**config.mk**
```make
export PLATFORM = sky130hd
export DESIGN_NAME = oam_dma_bus_arbiter
export DESIGN_NICKNAME = d
export VERILOG_FILES = /design/src/rtl/oam_dma_bus_arbiter.sv
export SDC_FILE = /design/constraint.sdc
export NUM_CORES = 1
export LEC_CHECK = 0
export BUFFER_PORTS_ARGS = -buffer_cell sky130_fd_sc_hd__buf_2
export CAP_MARGIN = 20
export CORE_MARGIN = 2
export CORE_UTILIZATION = 35
export CTS_CLUSTER_SIZE = 30
export DETAILED_ROUTE_END_ITERATION = 12
export SYNTH_ARGS = -nofsm -noshare
export SYNTH_HDL_FRONTEND = slang
export SYNTH_SLANG_ARGS = --single-unit
export TNS_END_PERCENT = 5
```
**constraint.sdc**
```tcl
create_clock -name phi1 -period 2.34 [get_ports phi1]
set_clock_uncertainty 0.2 [all_clocks]
set_input_delay 0.351 -clock phi1 [delete_from_list [all_inputs] [get_ports phi1]]
set_output_delay 0.351 -clock phi1 [all_outputs]
set_load 0.05 [all_outputs]
```
**src/rtl/oam_dma_bus_arbiter.sv**
```systemverilog
// CPU memory bus owner: exec beats fetch in IDLE; a write to DMA_REG hands the
// bus to an OAM DMA sequencer that copies one 256-byte page to OAM_DATA.
//
// state   | meaning
// --------+--------------------------------------------------------------
// S_IDLE  | CPU owns the bus, combinational exec/fetch grant
// S_HALT  | first stall cycle after the trigger write
// S_ALIGN | extra stall cycle when HALT fell on an odd parity cycle
// S_READ  | read byte {page,idx} from memory
// S_WRITE | write previous read data to OAM_DATA, advance idx
module oam_dma_bus_arbiter #(
    parameter int                    REG_WIDTH  = 8,
    parameter int                    ADDR_WIDTH = 16,
    parameter logic [ADDR_WIDTH-1:0] DMA_REG    = 16'h4014,
    parameter logic [ADDR_WIDTH-1:0] OAM_DATA   = 16'h2004
) (
    input  logic                  phi1,
    input  logic                  reset_n,
    input  logic                  fetch_req,
    input  logic [ADDR_WIDTH-1:0] fetch_addr,
    output logic                  fetch_gnt,
    input  logic                  exec_req,
    input  logic                  exec_we,
    input  logic [ADDR_WIDTH-1:0] exec_addr,
    input  logic [REG_WIDTH-1:0]  exec_wdata,
    output logic                  exec_gnt,
    output logic [ADDR_WIDTH-1:0] mem_addr,
    output logic                  mem_we,
    output logic [REG_WIDTH-1:0]  mem_wdata,
    input  logic [REG_WIDTH-1:0]  mem_rdata,
    output logic [REG_WIDTH-1:0]  rdata,
    output logic                  rdata_valid,
    output logic                  rdata_owner,
    output logic                  cpu_stall,
    output logic                  dma_busy
);

    typedef enum logic [2:0] {
        S_IDLE  = 3'd0,
        S_HALT  = 3'd1,
        S_ALIGN = 3'd2,
        S_READ  = 3'd3,
        S_WRITE = 3'd4
    } state_t;

    state_t                 state;
    state_t                 state_nxt;
    logic [7:0]             page;
    logic [7:0]             idx;
    logic                   parity;
    logic [REG_WIDTH-1:0]   rdata_q;
    logic                   rdata_valid_q;
    logic                   rdata_owner_q;
    logic                   dma_trig;
    logic                   cpu_read;
    logic [ADDR_WIDTH-1:0]  dma_addr;

    assign dma_trig = exec_gnt & exec_we & (exec_addr == DMA_REG);
    assign cpu_read = fetch_gnt | (exec_gnt & ~exec_we);
    // Page and index concatenate directly; page FF never carries past $FFFF.
    assign dma_addr = ADDR_WIDTH'({page, idx});

    always_ff @(posedge phi1 or negedge reset_n) begin
        if (!reset_n) begin
            state <= S_IDLE;
        end else begin
            state <= state_nxt;
        end
    end

    always_comb begin
        state_nxt = state;
        case (state)
            S_IDLE:  if (dma_trig) state_nxt = S_HALT;
            S_HALT:  state_nxt = parity ? S_ALIGN : S_READ;
            S_ALIGN: state_nxt = S_READ;
            S_READ:  state_nxt = S_WRITE;
            S_WRITE: state_nxt = (idx == 8'hFF) ? S_IDLE : S_READ;
            default: state_nxt = S_IDLE;
        endcase
    end

    always_ff @(posedge phi1 or negedge reset_n) begin
        if (!reset_n) begin
            page          <= '0;
            idx           <= '0;
            parity        <= 1'b0;
            rdata_q       <= '0;
            rdata_valid_q <= 1'b0;
            rdata_owner_q <= 1'b0;
        end else begin
            parity        <= ~parity;
            rdata_valid_q <= cpu_read;
            if (cpu_read) rdata_owner_q <= exec_gnt;
            if (rdata_valid_q) rdata_q <= mem_rdata;
            if (dma_trig) begin
                page <= exec_wdata[7:0];
                idx  <= '0;
            end else if (state == S_WRITE) begin
                idx <= idx + 8'd1;
            end
        end
    end

    // Everything is forced low while reset is held, even with requests active.
    always_comb begin
        fetch_gnt = 1'b0;
        exec_gnt  = 1'b0;
        mem_addr  = '0;
        mem_we    = 1'b0;
        mem_wdata = '0;
        cpu_stall = 1'b0;
        dma_busy  = 1'b0;
        if (reset_n) begin
            case (state)
                S_IDLE: begin
                    if (exec_req) begin
                        exec_gnt  = 1'b1;
                        mem_addr  = exec_addr;
                        mem_we    = exec_we;
                        mem_wdata = exec_wdata;
                    end else begin
                        fetch_gnt = fetch_req;
                        mem_addr  = fetch_addr;
                    end
                end
                S_HALT, S_ALIGN, S_READ: begin
                    mem_addr  = dma_addr;
                    cpu_stall = 1'b1;
                    dma_busy  = 1'b1;
                end
                S_WRITE: begin
                    mem_addr  = OAM_DATA;
                    mem_we    = 1'b1;
                    mem_wdata = mem_rdata;
                    cpu_stall = 1'b1;
                    dma_busy  = 1'b1;
                end
                default: begin
                    cpu_stall = 1'b0;
                end
            endcase
        end
    end

    assign rdata       = rdata_valid_q ? mem_rdata : rdata_q;
    assign rdata_valid = rdata_valid_q;
    assign rdata_owner = rdata_owner_q;

endmodule

```
Yosys cells after proc, flatten, opt, wreduce, memory -nomap -nowiden
Cells that the tools add are included.
{ "op_classes": {"addsub": 1, "multipliers": 0, "div_mod_pow": 0, "magnitude_cmp": 0, "eq_ne": 7, "n_shift": 0, "muxes": 24, "n_bitwise": 6, "n_reduce_logical": 4} }
{ "ops": {"columns": ["cell", "count"], "rows": [
  ["16-bit case mux with 3 select lines", 1],
  ["8-bit two-way mux", 5],
  ["16-bit two-way mux", 2],
  ["16-bit by 15-bit equality test with 1-bit output, second input constant", 1],
  ["8-bit case mux with 2 select lines", 1],
  ["3-bit case mux with 5 select lines", 1],
  ["1-bit two-way mux", 11],
  ["8-bit by 1-bit adder with 8-bit output, second input constant", 1],
  ["8-bit equality test, second input constant", 1],
  ["3-bit by 2-bit equality test with 1-bit output, second input constant", 2],
  ["4-bit OR reduction", 1],
  ["1-bit bitwise AND", 3],
  ["3-bit by 1-bit equality test with 1-bit output, second input constant", 1],
  ["3-bit equality test, second input constant", 1],
  ["3-bit logical NOT", 1],
  ["3-bit two-way mux", 1],
  ["3-bit OR reduction", 1],
  ["2-bit two-way mux", 1],
  ["2-bit != test, second input constant", 1],
  ["1-bit inverter", 2],
  ["1-bit case mux with 2 select lines", 1],
  ["2-bit nonzero test", 1],
  ["1-bit bitwise OR", 1]
]} }
{ "totals": {"regBits": 30, "latch_bits": 0, "ram_bits": 0, "romBits": 0, "input_bits": 53, "output_inout_bits": 39, "elab_cells": 49, "memories": 0} }

Depth between registers and ports, before layout
{ "logic_depth": {"depth_word": 7, "ltp_mapped": 6, "ltp_nobuf": 4} }

Worst setup path before layout
No wires, ideal clock.
{ "synth_path": {"path_kind": "reg2out", "from": "reg state[1]", "to": "out mem_addr[0]", "t_arrival_ps": 2172, "required_ps": 1789, "setup_slack_ps": -383, "stages_incl_launch_ff": 6, "n_path_buf": 2, "cell_sequence": "dfrtp_1 > buf_6 > nor2_8 > buf_1 > nor2_1 > a211oi_1"} }
{ "synth_between": {"elab_chain_cells": 4, "word_cells_on_any_way": 8, "cone_classes": "eq/ne: 4; mux: 2; reduce/logical: 2"} }
{ "synth_rtl": {"columns": ["item", "line", "source"], "rows": [
  ["from (decl)", "46", "state_t state;"],
  ["from (signal assigned)", "67", "state <= state_nxt;"],
  ["3-bit by 2-bit equality test with 1-bit output / 3-bit by 1-bit equality test with 1-bit output (equally long branches)", "115", "case (state)"],
  ["3-bit OR reduction", null, null],
  ["16-bit case mux with 3 select lines (*)", "115", null],
  ["16-bit two-way mux (*)", "114", "if (reset_n) begin"],
  ["to (decl)", "27", "output logic [ADDR_WIDTH-1:0] mem_addr,"]
]} }
Mark *: on every way between the ends. The rest lies on a longest branch, timed or not.

Worst setup path after layout
{ "layout_path": {"from": "reg state[1]", "to": "out mem_addr[5]"} }
The elaborated chain is that of the path after synthesis.

==> flow_summary.yaml <==
synthesis:
  synth_area_leader_cell: "dfrtp_1"
  ys_types: 37
  synth_nets: 253
  synthArstFlopShare_pct: 100
  synth_area_sq_mm: 0.00191
  syn_area_per_cell_sq_um: 9.59
  seq_area_frac_synth_pct: 39.3
  synth_common_cells: "nor2_1 (35), dfrtp_1 (30), mux2i_1 (17)"
  synth_ff_type: "dfrtp_1"
  synth_edf_count: 0
  synth_cells: 199
  ys_warn_count: 0
  synth.top_cells.by_area: "dfrtp_1 (39%), mux2i_1 (8.9%), mux2_2 (8.9%)"
  synth.most_common_cell: "nor2_1"
  synth-seq-cells: 30
  synthDominantCellAreaShare_pct: 39.3
grt:
  grt_pass1_vias: 1849
  antenna_found_initial: 0
  grt_max_degree: 32
  grt_pass1_wl_um: 8960
  overflow: 0
  grt_usage_pct: 18.7
timing:
  timing.fmax_ghz: 0.443
  fin_crit_sh_pct: 96.6
  worst_pin_slew_ns: 0.379
  drv_slew: 0
  setup_viol: 0
  hold_violations: 0
  hold_ws_ns: 0.00192
  fin_crit_ns: 2.26
  rsz0062_at_grt: "yes"
  relSlewSlack_pct: 74.7
power_and_ir_drop:
  cellPowerDensity_mw_per_mm2: 1180
  p_leak_uw: 0.00136
  vdd_ir_drop_max_mv: 0.519
critical_path:
  worstSetupEndpointType: "primary output"
  rr_startpoint: "state[1]"
  r2r_end: "page[1]"
  critPathMaxFanout: 31
  timing.critical_path.arrival_ns: 1.71
  critPathKind: "reg2out"
  required_ns: 1.79
  cp-start-kind: "flop"
  regToRegSetupSlack_ns: 0.31
  reg2reg_depth: 5
run:
  max_cap_viol_count: 0
cts:
  htreeDepth: 2
  clk_path_buf_depth: 2
  clk_latency_ns: 0.28
  cts-buffers-inserted: 5
  clock-root-buffer: "clkbuf_8"
  clk_pin_slew_ns: 0.07
  post_cts_buffers: 0
  tritoncts: "yes"
  cts_sinks: 30
status:
  status: "complete, no violations"
route:
  vias: 1864
  drc: 0
  ant_nets: 0
  routed_wl_um: 5540
  first_pass_iters: 4
  wl_per_cell_um: 15.0
  via_per_inst: 5.07
  drt-initial-drc-count: 103
floorplan:
  fp.dieArea_sq_mm: 0.00606
  die_w_um: 77.8
  coreArea_sq_mm: 0.00517
  chipHeight_um: 77.8
  pin_count: 92
  start_util_pct: 36.9
  rows: 26
worst_hold_path:
  worstHoldPathType: "in2async"
layout:
  drive_above_1_share_pct: 45.6
  diodes: 0
  nets: 351
  n_fill_cell: 526
  fin_util_pct: 51.4
  area_delta_synth_final_pct: 39.4
placed_design:
  dpl.hpwl_um: 4200
  io_buffers: 91
  routabilityCongestion: 0.776
what timing repair did:
item                                    4_1_cts  5_1_grt
hold endpoints to repair                      8        0
endpoints found under the setup margin        5       16
resized for setup                             2       18
hold buffers                                  3        0
routing by layer:
layer	share of wire, %	GRT usage, %	vias to the layer above
met5	0	0	-
met4	1.0	4.82	0
met3	6.6	4.30	5
met2	46	30.8	64
met1	46	24.8	886
li1	-	-	909
critical path, cell delays in order (launching register included):
cell and delay, ns:
dfrtp_2 0.49, nor2_8 0.17, buf_12 0.20, nor2_1 0.06, a211oi_1 0.20, buf_2 0.30
cell type report:
type	instances	area (sq um)	area share, %
Clock buffer	5	68.8	2.59
Inverter	2	7.51	0.282
Timing Repair Buffer	105	616	23.1
Tap cell	70	87.6	3.29
Multi-Input combinational cell	153	1090	40.9
Clock inverter	3	40.0	1.51
Sequential cell	30	753	28.3
metrics by stage:
step / area [sq um] / power, uW / setup WS, ns / TNS, ns / instances
after global placement: 2480 / 2580 / 0.108 / 0 / 357
after floorplan: 1910 / 2160 / -0.383 / -5.58 / 199
final: 2660 / 3140 / 0.0802 / 0 / 368
after global routing: 2660 / 3320 / -0.00798 / -0.0133 / 368
after detailed placement: 2480 / 2580 / 0.156 / 0 / 357
after CTS: 2630 / 3110 / -0.00361 / -0.00427 / 368
cell families (layout without fill, tap and decap cells):
logic type | after synthesis | in the layout | share of synthesized area, %
buffers and inverters | 16 | 115 | 4.46
muxes | 33 | 33 | 18.6
and+or+nand+nor | 78 | 78 | 22.4
xor gates and xnor gates | 8 | 8 | 3.67
DFF | 30 | 30 | 39.3
adders and majority gates | 1 | 1 | 0.656
AOI/OAI and AO/OA | 33 | 33 | 11.0
where the power goes:
group | switching, uW | total [uW] | internal (uW)
sequential | 112 | 757 | 645
combinational | 1320 | 1870 | 548
clock | 201 | 514 | 313
total | 1630 | 3140 | 1510
cell usage in the layout (no fill, tap or decap), types with 4 or more instances in the layout:
cell      count
mux2i_1      17
dfrtp_1      28
buf_4        14
nand4_1       4
and3_1       10
mux2_2       15
buf_2        82
nand2_1       5
clkbuf_8      5
nand3_1       4
a21oi_1      12
a211oi_1     12
clkbuf_4      4
nor2_1       35
o21ai_0       4
xor2_1        6
nor2b_1       4
how the worst max path moves through the flow:
stage                              from      endpoint  slack, ns
after floorplan                state[1]   mem_addr[0]      -0.38
after global placement    exec_addr[10]       page[3]       0.11
after detailed placement  exec_addr[10]       page[1]       0.16
after CTS                      state[1]   mem_addr[7]     -0.004
after global routing           state[1]  mem_addr[14]     -0.008
final                          state[1]   mem_addr[5]       0.08
state kept, by name, summed over array words and instances (netlist names):
register,count
idx,8
page,8
rdata_q,8
state,3
parity,1
rdata_owner,1
rdata_valid,1
No activity file was read; power rests on OpenSTA's default activity.
